**config.mk**
```make
export PLATFORM = sky130hd
export DESIGN_NAME = al_accel_acc_ctrl
export DESIGN_NICKNAME = d
export VERILOG_FILES = /design/src/rtl/al_accel_pkg.sv /design/src/rtl/al_accel_tile_counter.sv /design/src/rtl/al_accel_acc_ctrl.sv
export SDC_FILE = /design/constraint.sdc
export NUM_CORES = 1
export LEC_CHECK = 0
export BUFFER_PORTS_ARGS = -buffer_cell sky130_fd_sc_hd__buf_2
export CAP_MARGIN = 5
export CORE_MARGIN = 3
export CORE_UTILIZATION = 51
export CTS_BUF_LIST = sky130_fd_sc_hd__clkbuf_16
export DETAILED_ROUTE_END_ITERATION = 7
export PLACE_DENSITY_LB_ADDON = 0.05
export SETUP_SLACK_MARGIN = 0.5
export SKIP_CTS_REPAIR_TIMING = 1
export SLEW_MARGIN = 20
export SYNTH_ARGS = -nofsm -noshare
export SYNTH_HDL_FRONTEND = slang
export SYNTH_SLANG_ARGS = --single-unit
```
**constraint.sdc**
```tcl
create_clock -name clk -period 2.8 [get_ports clk]
set_input_delay 0.28 -clock clk [delete_from_list [all_inputs] [get_ports clk]]
set_output_delay 0.28 -clock clk [all_outputs]
set_load 0.005 [all_outputs]
```
**src/rtl/al_accel_pkg.sv**
```systemverilog
// Shared definitions for the CNN accelerator accumulator-matrix control path:
// FSM state encoding, default counter width and performance counter width.
package al_accel_pkg;

   localparam int CNT_W_DEF = 16;
   localparam int PERF_W    = 32;

   localparam logic [2:0] IDLE = 3'd0;
   localparam logic [2:0] LOAD = 3'd1;
   localparam logic [2:0] BIAS = 3'd2;
   localparam logic [2:0] WAIT = 3'd3;
   localparam logic [2:0] ACC  = 3'd4;
   localparam logic [2:0] OUT  = 3'd5;
   localparam logic [2:0] DONE = 3'd6;

endpackage

```
**src/rtl/al_accel_tile_counter.sv**
```systemverilog
// Loadable, enabled up-counter with a terminal flag (count == limit-1).
// Used for both the input-tile and the output-group index.
module al_accel_tile_counter
   import al_accel_pkg::*;
#(
   parameter int W = CNT_W_DEF
) (
   input  logic         clk,
   input  logic         resetn,
   input  logic         load,
   input  logic [W-1:0] load_val,
   input  logic         inc,
   input  logic [W-1:0] limit,
   output logic [W-1:0] count,
   output logic         last
);

   // load has priority over increment; caller guarantees no wrap
   always_ff @(posedge clk or negedge resetn) begin
      if (!resetn)   count <= '0;
      else if (load) count <= load_val;
      else if (inc)  count <= count + W'(1);
   end

   assign last = (count == limit - W'(1));

endmodule

```
**src/rtl/al_accel_acc_ctrl.sv**
```systemverilog
// Accumulator-matrix sequencer: per output group it strobes bias load and
// bias write, accumulates one handshaked tile per input-channel tile, then
// presents the group result downstream. enb low freezes everything.
// Optional macro AL_ACCEL_ACC_CTRL_PERF_EN adds busy/stall cycle counters.
module al_accel_acc_ctrl
   import al_accel_pkg::*;
#(
   parameter int CNT_W = CNT_W_DEF
) (
   input  logic             clk,
   input  logic             resetn,
   input  logic             enb,
   input  logic             start,
   input  logic [CNT_W-1:0] cfg_in_tiles,
   input  logic [CNT_W-1:0] cfg_out_groups,
   input  logic             di_valid,
   output logic             di_ready,
   output logic             acc_matrix_bps_load,
   output logic             acc_matrix_bps_write,
   output logic             acc_matrix_inter_sum_write,
   output logic             out_valid,
   input  logic             out_ready,
   output logic             busy,
   output logic             done,
   output logic [CNT_W-1:0] tile_idx,
   output logic [CNT_W-1:0] group_idx
`ifdef AL_ACCEL_ACC_CTRL_PERF_EN
   ,
   output logic [PERF_W-1:0] perf_cycles,
   output logic [PERF_W-1:0] perf_stalls
`endif
);

   logic [2:0]       state_q, state_d;
   logic [CNT_W-1:0] in_tiles_q, groups_q;
   logic             tile_last, grp_last;
   logic             start_acc, cfg_zero, out_hs, next_grp;

   // handshakes only complete while enabled; state is frozen otherwise
   assign start_acc = enb && (state_q == IDLE) && start;
   assign cfg_zero  = (cfg_in_tiles == '0) || (cfg_out_groups == '0);
   assign out_hs    = enb && (state_q == OUT) && out_ready;
   assign next_grp  = out_hs && !grp_last;

   // job configuration is captured once so later cfg changes are ignored
   always_ff @(posedge clk or negedge resetn) begin
      if (!resetn) begin
         in_tiles_q <= '0;
         groups_q   <= '0;
      end else if (start_acc) begin
         in_tiles_q <= cfg_in_tiles;
         groups_q   <= cfg_out_groups;
      end
   end

   al_accel_tile_counter #(.W(CNT_W)) u_tile_cnt (
      .clk      (clk),
      .resetn   (resetn),
      .load     (start_acc || next_grp),
      .load_val ('0),
      .inc      (enb && (state_q == ACC) && !tile_last),
      .limit    (in_tiles_q),
      .count    (tile_idx),
      .last     (tile_last)
   );

   al_accel_tile_counter #(.W(CNT_W)) u_grp_cnt (
      .clk      (clk),
      .resetn   (resetn),
      .load     (start_acc),
      .load_val ('0),
      .inc      (next_grp),
      .limit    (groups_q),
      .count    (group_idx),
      .last     (grp_last)
   );

   // state register
   always_ff @(posedge clk or negedge resetn) begin
      if (!resetn) state_q <= IDLE;
      else         state_q <= state_d;
   end

   // next-state: only advances while enabled
   always_comb begin
      state_d = state_q;
      if (enb) begin
         case (state_q)
            IDLE: if (start) state_d = cfg_zero ? DONE : LOAD;
            LOAD: state_d = BIAS;
            BIAS: state_d = WAIT;
            WAIT: if (di_valid) state_d = ACC;
            ACC:  state_d = tile_last ? OUT : WAIT;
            OUT:  if (out_ready) state_d = grp_last ? DONE : LOAD;
            DONE: state_d = IDLE;
            default: state_d = IDLE;
         endcase
      end
   end

   // Moore outputs; strobes gated by enb, out_valid/busy hold through stalls
   always_comb begin
      acc_matrix_bps_load        = enb && (state_q == LOAD);
      acc_matrix_bps_write       = enb && (state_q == BIAS);
      acc_matrix_inter_sum_write = enb && (state_q == ACC);
      di_ready                   = enb && (state_q == WAIT);
      done                       = enb && (state_q == DONE);
      out_valid                  = (state_q == OUT);
      busy                       = (state_q != IDLE);
   end

`ifdef AL_ACCEL_ACC_CTRL_PERF_EN
   logic [PERF_W-1:0] cyc_q, stl_q;
   logic              stall;

   assign stall = ((state_q == WAIT) && !di_valid) || ((state_q == OUT) && !out_ready);

   // saturating busy/stall counters, cleared when a job is accepted
   always_ff @(posedge clk or negedge resetn) begin
      if (!resetn) begin
         cyc_q <= '0;
         stl_q <= '0;
      end else if (start_acc) begin
         cyc_q <= '0;
         stl_q <= '0;
      end else begin
         if (busy && (cyc_q != '1))  cyc_q <= cyc_q + PERF_W'(1);
         if (stall && (stl_q != '1)) stl_q <= stl_q + PERF_W'(1);
      end
   end

   assign perf_cycles = cyc_q;
   assign perf_stalls = stl_q;
`endif

endmodule

```
==> flow_summary_export.csv, run 1 <==
group,metric,value,unit
cells_and_area,antenna_cells,0,
placement,port_buffers,76,
drt,drt_iter0_drc,181,
synth,syn_nets,570,
sta,drv_slew,0,
sta,tightest_slew,0.652,ns
synth,synth.yosys.warnings,0,
cells_and_area,seqCellArea,1680,µm²
synth,synthCells,528,
sta,clock_skew,0.00515,ns
drt,dr_total_vias,4407,
critical_path,slowest_delay,0.50,ns
placement,dp.final_hpwl,8.58,mm
cts,cts_tree,"yes",
critical_path,crit_path_cell_trace,"inv_2, ha_4, nor4b_4, buf_4, buf_4, a21oi_1, o21bai_1, a2111o_1, a2111oi_4, buf_4, buf_12, or4_1, a21oi_1",
drt,avgRoutedWirePerCell,16.8,µm
critical_path,critical_path.max_fanout,17,
sta,timing.fmax,0.369,GHz
cells_and_area,multi_input_area,2740,µm²
status,violations,"hold timing",
placement,gp_congestion,0.849,
drt,first_pass_iters,5,
placement,dp.cells,703,
cells_and_area,fill_cells,672,
floorplan,die_x,99.0,µm
run,timing.max_cap.violations,0,
synth,synth_edf_count,0,
critical_path,worstPathArrival,2.96,ns
worst_hold_path,hp-class,"in -> async",
drt,routed_wl,12.4,mm
cts,cts-htree-levels,3,
cells_and_area,drive_gt1_frac,0.286,
cells_and_area,stdcell_count,741,
floorplan,die_area,9800,µm²
drt,vias_per_cell,5.95,
sta,final_hold_viol_count,28,
power_and_ir_drop,ir_worst_vdd,0.000678,V
synth,syn_area_per_cell,8.35,µm²
global_route,grt_pass1_vias,4003,
critical_path,cp_slowest_cell,"or4_1",
cells_and_area,utilization,0.683,
floorplan,die_h,99.0,µm
cells_and_area,nNetsFinal,673,
global_route,antenna_found_initial,0,
synth,async_flop_share,1.00,
synth,synth.distinct_cells,61,
power_and_ir_drop,power_density,892,nW/µm²
cts,clk_latency,0.33,ns
floorplan,row_count,33,
global_route,overflow,0,
sta,setup_tns,0,ns
floorplan,start_util,0.531,
cells_and_area,areaGrowthSynthToFinish,28.6,%
synth,syn_area,4410,µm²
synth,ys.flop_type,"dfrtp_1",
critical_path,worstSetupEndpointType,"flip-flop",
critical_path,crit_required,3.05,ns
cts,numCtsBuffers,9,
sta,period_needed,2.71,ns
critical_path,critPathKind,"reg -> reg",
sta,setup_violations,0,
sta,rsz0062_at_grt,"yes",
power_and_ir_drop,p_leak,2.59,nW
sta,fin_crit_sh,0.968,
floorplan,io_pins,77,
global_route,grt_pass1_wl,19.1,mm
critical_path,worst_setup_path_start_kind,"flip-flop",
drt,route.detailed.drc,0,
synth,synth-seq-area-share,0.380,
global_route,grt_max_degree,43,
critical_path,cp_common_cell,"buf_4",
floorplan,core_area,8300,µm²
global_route,track_usage,0.239,
status,status,"finished with violations",
cts,clock_sinks,67,
sta,maxSlewHeadroom,0.565,
synth,ys_seq_elements,67,
cts,cts_root_buf,"clkbuf_16",
cts,path_clk_slew,0.06,ns
drt,ant_nets,0,
cts,clockBufferDepth,2,
sta,fin_hold_ws,-0.0213,ns
==> state kept, by name (all words and copies together), names as in the netlist <==
| name | cells |
|---|---|
| in_tiles_q | 16 |
| groups_q | 16 |
| state_q | 3 |
| u_grp_cnt.count | 16 |
| u_tile_cnt.count | 16 |
==> cells in the mapped netlist, drive strengths merged (4+ instances only) <==
library cell,n,area (µm²)
nand2,113,424
dfrtp,67,1680
a21oi,33,165
or4,24,188
clkbuf,21,78.8
o21ai,21,109
o31ai,21,158
nand3,20,100
nor2,19,71.3
xnor2,19,166
xor2,18,158
or3,15,93.8
inv,14,52.6
nor4,14,103
nand4,13,81.3
nor3,12,76.3
and3,9,56.3
buf,9,72.6
nand2b,6,37.5
o211ai,6,45.0
ha,4,50.1
nor2b,4,25.0
==> final cells by class <==
| class | instances | area share |
|---|---|---|
| Sequential cell | 67 | 0.297 |
| Inverter | 14 | 0.00927 |
| Clock inverter | 7 | 0.0108 |
| Multi-Input combinational cell | 418 | 0.483 |
| Timing Repair Buffer | 121 | 0.138 |
| Clock buffer | 9 | 0.0397 |
| Tap cell | 105 | 0.0232 |
==> worst max-delay path, delay by kind of cell (launching register included) <==
family	cells	cell delay, ns
compound gates	5	0.65
fa+ha+maj	1	0.13
buf+inv	5	0.71
flops	1	0.42
simple gates	2	0.72
==> path summary, 6_finish.rpt <==
kind	from	endpoint	slack, ns	cells after the start
worst min register to register	groups_q[15]$_DFFE_PN0P_	groups_q[15]$_DFFE_PN0P_	0.51	2
min in group clk	cfg_in_tiles[11]	in_tiles_q[11]$_DFFE_PN0P_	0.16	3
max in group asynchronous	resetn	groups_q[5]$_DFFE_PN0P_	2.06	2
worst min-delay path	resetn	u_grp_cnt.count[14]$_DFFE_PN0N_	-0.02	1
worst max register to register	in_tiles_q[1]$_DFFE_PN0P_	u_tile_cnt.count[8]$_DFFE_PN0P_	0.09	13
worst max-delay path	in_tiles_q[1]$_DFFE_PN0P_	u_tile_cnt.count[8]$_DFFE_PN0P_	0.09	13
==> power breakdown <==
group | leakage, nW | total (mW) | internal, mW | switching (mW)
sequential | 0.876 | 1.67 | 1.25 | 0.416
clock | 0.141 | 1.11 | 0.678 | 0.435
combinational | 1.58 | 2.28 | 1.10 | 1.17
total | 2.59 | 5.06 | 3.04 | 2.02
==> layout by cell type, fill, tap and decap left out, types with 5 or more instances in the layout <==
master and count:
inv_1 12, o21ai_0 12, dfrtp_1 63, clkbuf_16 10, nor2_1 18, or3_1 13, nand2_1 113, o21ai_1 6
nand3_1 20, or4_4 7, nor4_1 8, a21oi_1 30, buf_6 5, nand4_1 13, o31ai_1 20, o211ai_1 6
nand2b_1 6, buf_4 37, xnor2_1 18, or4_1 17, and3_1 9, buf_2 76, xor2_1 18, nor3_1 9
==> cells by family after synthesis <==
family / after synthesis / synth area share
and+or+nand+nor: 267 / 0.319
AOI/OAI and AO/OA: 106 / 0.163
DFF: 67 / 0.380
buffers and inverters: 44 / 0.0463
xor gates and xnor gates: 37 / 0.0735
adders and majority gates: 4 / 0.0114
muxes: 3 / 0.00710
==> per-layer routing <==
layer  track usage  up-vias  routed length, µm
li1              -     2140                  -
met1         0.295     2106               5150
met2         0.425      140               6440
met3        0.0347       21                557
met4        0.0840        0                271
met5             0        -                  0
==> metrics by stage <==
step | instance area, µm² | worst slack, ns | power, mW
6_report | 5670 | 0.0904 | 5.06
5_1_grt | 5670 | 0.000883 | 5.39
4_1_cts | 5290 | 0.0102 | 4.65
3_5_place_dp | 5000 | 0.0256 | 3.52
3_3_place_gp | 5000 | 0.107 | 3.46
2_1_floorplan | 4450 | 0.186 | 2.93
Note: power is estimated with default switching activity, not from simulation.
==> inputs of run 2 (changes only) <==
Settings changed: SETUP_SLACK_MARGIN 0.5 to not set.
==> run 2 against run 1 <==
  * The run now ends clean
  * Non-clock buffer count down 8
  * Clock power barely moved
  * Clock skew up 0.0010 ns
  * Sequential share of layout area is 0.63 points higher
  * Routed wire length up 0.78%
  * Critical endpoint is now u_grp_cnt.count[14]$_DFFE_PN0N_
  * Largest cell class unchanged
  * Largest power group unchanged
==> flow_summary_export.csv, run 2 (synthesis results as in run 1) <==
group,metric,value,unit
drt,vias_per_cell,6.02,
power_and_ir_drop,power_density,881,nW/µm²
drt,route.detailed.drc,0,
status,status,"finished clean",
global_route,grt_pass1_wl,19.9,mm
sta,period_needed,2.79,ns
global_route,track_usage,0.251,
drt,drt_iter0_drc,233,
critical_path,worst_setup_path_start_kind,"flip-flop",
worst_hold_path,hp-class,"in -> reg",
cts,clk_latency,0.33,ns
cts,cts_root_buf,"clkbuf_16",
sta,tightest_slew,0.774,ns
cts,clockBufferDepth,2,
power_and_ir_drop,p_leak,2.54,nW
cells_and_area,drive_gt1_frac,0.248,
floorplan,io_pins,77,
cells_and_area,stdcell_area,5540,µm²
global_route,grt_pass1_vias,3995,
critical_path,crit_required,3.05,ns
sta,setup_violations,0,
cts,cts-htree-levels,3,
cts,path_clk_slew,0.06,ns
drt,dr_total_vias,4404,
power_and_ir_drop,ir_worst_vdd,0.000451,V
critical_path,worstSetupEndpointType,"flip-flop",
drt,top_layer_used,"met4",
sta,final_hold_viol_count,0,
placement,dpl-instance-area,5000,µm²
placement,port_buffers,76,
sta,fin_crit_sh,0.996,
floorplan,start_util,0.531,
sta,timing.fmax,0.358,GHz
global_route,grt_max_degree,34,
floorplan,die_area,9800,µm²
sta,fin_hold_ws,0.151,ns
cells_and_area,layout_commonest_cell,"nand2_1",
run,timing.max_cap.violations,0,
drt,dr_wl_met2,5.40,mm
critical_path,critPathKind,"reg -> reg",
power_and_ir_drop,finalPower,4.88,mW
placement,dp.final_hpwl,8.89,mm
floorplan,core_area,8300,µm²
cells_and_area,areaGrowthSynthToFinish,25.6,%
floorplan,die_x,99.0,µm
cells_and_area,final_cell_mix,"nand2_1 (113), buf_2 (76), dfrtp_1 (66), a21oi_1 (31), buf_4 (26)",
sta,maxSlewHeadroom,0.484,
sta,setup_tns,0,ns
global_route,overflow,0,
critical_path,worstPathArrival,3.04,ns
cts,clock_sinks,67,
critical_path,critical_path.max_fanout,6,
global_route,antenna_found_initial,0,
sta,clock_skew,0.00616,ns
drt,wl_met1,6.06,mm
drt,routed_wl,12.5,mm
sta,drv_slew,0,
drt,first_pass_iters,5,
cells_and_area,nNetsFinal,664,
floorplan,row_count,33,
cts,numCtsBuffers,9,
drt,met3WireLength,864,µm
cts,cts_tree,"yes",
floorplan,die_h,99.0,µm
drt,avgRoutedWirePerCell,17.1,µm
cells_and_area,antenna_cells,0,
cells_and_area,utilization,0.667,
placement,gp_congestion,0.897,
drt,ant_nets,0,
==> run 2: cell count changes in the layout (fill, tap and decap cells not counted), moves of 2 or more <==
cell     change
inv_2        -2
or4_4        -4
dfrtp_1      +3
buf_4       -11
or4_1        +4
dfrtp_2      -3
==> run 2: cell type report <==
| type | instances | area, µm² |
|---|---|---|
| Clock buffer | 9 | 225 |
| Clock inverter | 6 | 58.8 |
| Fill cell | 724 | 2760 |
| Inverter | 14 | 52.6 |
| Multi-Input combinational cell | 417 | 2640 |
| Sequential cell | 67 | 1680 |
| Tap cell | 105 | 131 |
| Timing Repair Buffer | 113 | 752 |
==> run 2: metrics by stage <==
stage	worst slack, ns	std cells
floorplan	0.0596	528
global placement	0.0157	703
detailed placement	-0.145	703
CTS	-0.161	718
global route	-0.119	731
finish	0.0101	731
==> run 2: routing by layer <==
metal | GRT usage | vias to the layer above
li1 | - | 2119
met1 | 0.376 | 2133
met2 | 0.354 | 136
met3 | 0.0531 | 16
met4 | 0.0966 | 0
met5 | 0 | -
==> run 2: worst paths after layout <==
kind | start | to | slack [ns] | cells past startpoint
worst min-delay path | cfg_in_tiles[12] | in_tiles_q[12]$_DFFE_PN0P_ | 0.15 | 3
worst min register to register | in_tiles_q[15]$_DFFE_PN0P_ | in_tiles_q[15]$_DFFE_PN0P_ | 0.50 | 2
min in group asynchronous | resetn | u_grp_cnt.count[9]$_DFFE_PN0N_ | 0.49 | 2
max in group asynchronous | resetn | groups_q[5]$_DFFE_PN0P_ | 1.55 | 3
worst max-delay path | groups_q[5]$_DFFE_PN0P_ | u_grp_cnt.count[14]$_DFFE_PN0N_ | 0.01 | 8
worst max register to register | groups_q[5]$_DFFE_PN0P_ | u_grp_cnt.count[14]$_DFFE_PN0N_ | 0.01 | 8
==> run 2: critical path: stages, from the launching register on <==
cell and delay (ns):
dfrtp_2 0.46, or4_4 0.56, nor3_4 0.24, xor2_1 0.21, o31ai_2 0.09, o2111a_2 0.34
buf_4 0.15, or4_1 0.49, a21oi_1 0.16
==> run 2: report_power, final <==
group | switching (mW) | internal [mW] | total (mW) | leakage (nW)
logic | 1.12 | 1.00 | 2.12 | 1.52
registers | 0.414 | 1.25 | 1.66 | 0.879
clock network | 0.419 | 0.677 | 1.10 | 0.140
==> inputs of run 3 (changes only) <==
--- a/config.mk
+++ b/config.mk
@@ -8,5 +8,5 @@
 export BUFFER_PORTS_ARGS = -buffer_cell sky130_fd_sc_hd__buf_2
 export CAP_MARGIN = 5
-export CORE_MARGIN = 3
+export CORE_MARGIN = 2
 export CORE_UTILIZATION = 51
 export CTS_BUF_LIST = sky130_fd_sc_hd__clkbuf_16
==> constraint.sdc (replaced) <==
create_clock -name clk -period 2.8 [get_ports clk]
set_input_delay 0.56 -clock clk [delete_from_list [all_inputs] [get_ports clk]]
set_output_delay 0.56 -clock clk [all_outputs]
set_load 0.005 [all_outputs]
==> run 3 against run 2 <==
  * The flow now finishes with violations (setup timing)
  * Clock skew is 0.00096 ns higher
  * Power is 0.55% lower
  * Non-clock buffer count is 1 lower
  * Highest routed layer unchanged
  * Register-to-register slack worse by 0.05 ns
  * Setup slack worse by 0.051 ns
==> flow_summary_export.csv, run 3 (synthesis results as in run 1) <==
group,metric,value,unit
status,status,"finished with violations",
status,violations,"setup timing",
floorplan,core_area,8300,µm²
global_route,antenna_found_initial,0,
cells_and_area,stdcell_area,5510,µm²
global_route,grt_use_met1,0.396,
critical_path,worst_setup_path_start_kind,"flip-flop",
critical_path,regToRegStartpoint,"groups_q[1]$_DFFE_PN0P_",
global_route,overflow,0,
critical_path,worstPathArrival,3.10,ns
sta,final_hold_viol_count,0,
cts,numCtsBuffers,9,
sta,fin_hold_ws,0.310,ns
sta,drv_slew,0,
critical_path,cp_top_family,"simple AND/OR/NAND/NOR gates",
power_and_ir_drop,combPwrFrac,0.407,
drt,ant_nets,0,
cells_and_area,fill_cells,700,
global_route,use_met3,0.0405,
placement,gp_congestion,0.920,
drt,avgRoutedWirePerCell,16.4,µm
power_and_ir_drop,p_int,2.97,mW
critical_path,critPathBufInv,3,
global_route,busiest_layer,"met1",
global_route,grt_pass1_wl,20.1,mm
drt,drt_iter0_drc,266,
placement,place_ws,-0.131,ns
cts,cts_tree,"yes",
critical_path,crit_start,"groups_q[1]$_DFFE_PN0P_",
cells_and_area,areaGrowthSynthToFinish,24.9,%
drt,dr_total_vias,4415,
power_and_ir_drop,ir_worst_vdd,0.000496,V
cts,clockBufferDepth,2,
global_route,grt_max_degree,36,
drt,route.detailed.drc,0,
power_and_ir_drop,power_density,881,nW/µm²
cts,clock_sinks,67,
sta,setup_tns,-0.130,ns
placement,port_buffers,76,
cts,clk_latency,0.33,ns
cells_and_area,drive_gt1_frac,0.248,
sta,rsz0062_at_grt,"yes",
critical_path,crit_required,3.06,ns
floorplan,die_x,97.0,µm
sta,period_needed,2.84,ns
sta,tightest_slew,0.785,ns
cells_and_area,seqCellArea,1680,µm²
critical_path,path_depth,10,
cells_and_area,antenna_cells,0,
cts,cts_root_buf,"clkbuf_16",
floorplan,die_area,9400,µm²
power_and_ir_drop,seq_power_share,0.342,
placement,dp.final_hpwl,8.60,mm
global_route,grt_pass1_vias,4044,
worst_hold_path,hp-class,"in -> async",
drt,routed_wl,12.0,mm
drt,first_pass_iters,4,
placement,dp.cells,707,
drt,vias_per_cell,6.04,
cts,cts-htree-levels,3,
power_and_ir_drop,net-switching-power,1.88,mW
sta,maxSlewHeadroom,0.476,
critical_path,reg2regPathDepth,10,
global_route,use_met2,0.368,
sta,fin_ws,-0.0407,ns
critical_path,critical_path.max_fanout,9,
placement,dpl-instance-area,5020,µm²
power_and_ir_drop,p_leak,2.53,nW
floorplan,start_util,0.531,
sta,setup_violations,9,
power_and_ir_drop,clock_power_share,0.251,
cells_and_area,nNetsFinal,663,
floorplan,die_h,97.0,µm
cells_and_area,final_cell_mix,"nand2_1 (113), buf_2 (76), dfrtp_1 (67), buf_4 (29), a21oi_1 (28)",
critical_path,critPathKind,"reg -> reg",
critical_path,cp_slowest_cell,"or4_4",
sta,clock_skew,0.00712,ns
critical_path,worstSetupEndpointType,"flip-flop",
floorplan,io_pins,77,
critical_path,cp_common_cell,"buf_12",
critical_path,crit_path_cell_trace,"inv_2, ha_4, or3b_4, or4_4, o221a_1, o2111a_2, buf_12, buf_12, or3_1, a21oi_2",
critical_path,slowest_delay,0.52,ns
sta,timing.fmax,0.352,GHz
floorplan,row_count,33,
cells_and_area,layout_commonest_cell,"nand2_1",
global_route,track_usage,0.254,
run,timing.max_cap.violations,0,
sta,fin_crit_sh,1.01,
power_and_ir_drop,swShare,0.388,
cells_and_area,multi_input_area,2600,µm²
cts,path_clk_slew,0.06,ns
cells_and_area,stdcell_count,731,
==> run 3: cell types whose count changed in the layout (fill, tap and decap cells not counted), moves of 3 or more <==
cell     before  now
a21oi_1      31   28
a21oi_2       2    5
buf_4        26   29
buf_6         5    1
or4_1        21   18
or4_4         3    6
==> run 3: through the flow <==
stage | total power [mW] | util
after floorplan | 2.89 | -
after global placement | 3.45 | 0.604
after detailed placement | 3.50 | 0.604
after CTS | 4.74 | 0.643
after global routing | 5.19 | 0.663
final | 4.85 | 0.663
==> run 3: layout make-up <==
class / count / area share
Clock buffer: 9 / 0.0409
Clock inverter: 7 / 0.0170
Inverter: 14 / 0.00955
Multi-Input combinational cell: 417 / 0.472
Sequential cell: 67 / 0.305
Tap cell: 105 / 0.0239
Timing Repair Buffer: 112 / 0.133
==> run 3: final timing paths <==
kind,to,slack [ns]
min in group clk,in_tiles_q[12]$_DFFE_PN0P_,0.43
max reg2reg,u_grp_cnt.count[4]$_DFFE_PN0N_,-0.04
max in group asynchronous,u_tile_cnt.count[15]$_DFFE_PN0P_,1.78
min reg2reg,in_tiles_q[15]$_DFFE_PN0P_,0.50
min,u_grp_cnt.count[10]$_DFFE_PN0N_,0.31
max,u_grp_cnt.count[4]$_DFFE_PN0N_,-0.04
==> run 3: power groups by stage <==
stage | clock, mW | sequential, mW | combinational, mW
after CTS | 1.23 | 1.65 | 1.86
after global placement | 0 | 1.65 | 1.80
after floorplan | 0 | 1.55 | 1.34
after detailed placement | 0 | 1.66 | 1.84
final | 1.22 | 1.66 | 1.97
after global routing | 1.27 | 1.71 | 2.20
==> run 3: worst register-to-register path: stages, from the launching register on <==
cell and delay (ns):
dfrtp_1 0.39, inv_2 0.09, ha_4 0.13, or3b_4 0.40
or4_4 0.52, o221a_1 0.28, o2111a_2 0.20, buf_12 0.16
buf_12 0.13, or3_1 0.36, a21oi_2 0.12
==> run 3: metal layers <==
layer | vias up | share of wire
li1 | 2117 | -
met1 | 2131 | 0.51
met2 | 151 | 0.42
met3 | 16 | 0.057
met4 | 0 | 0.011
met5 | - | 0
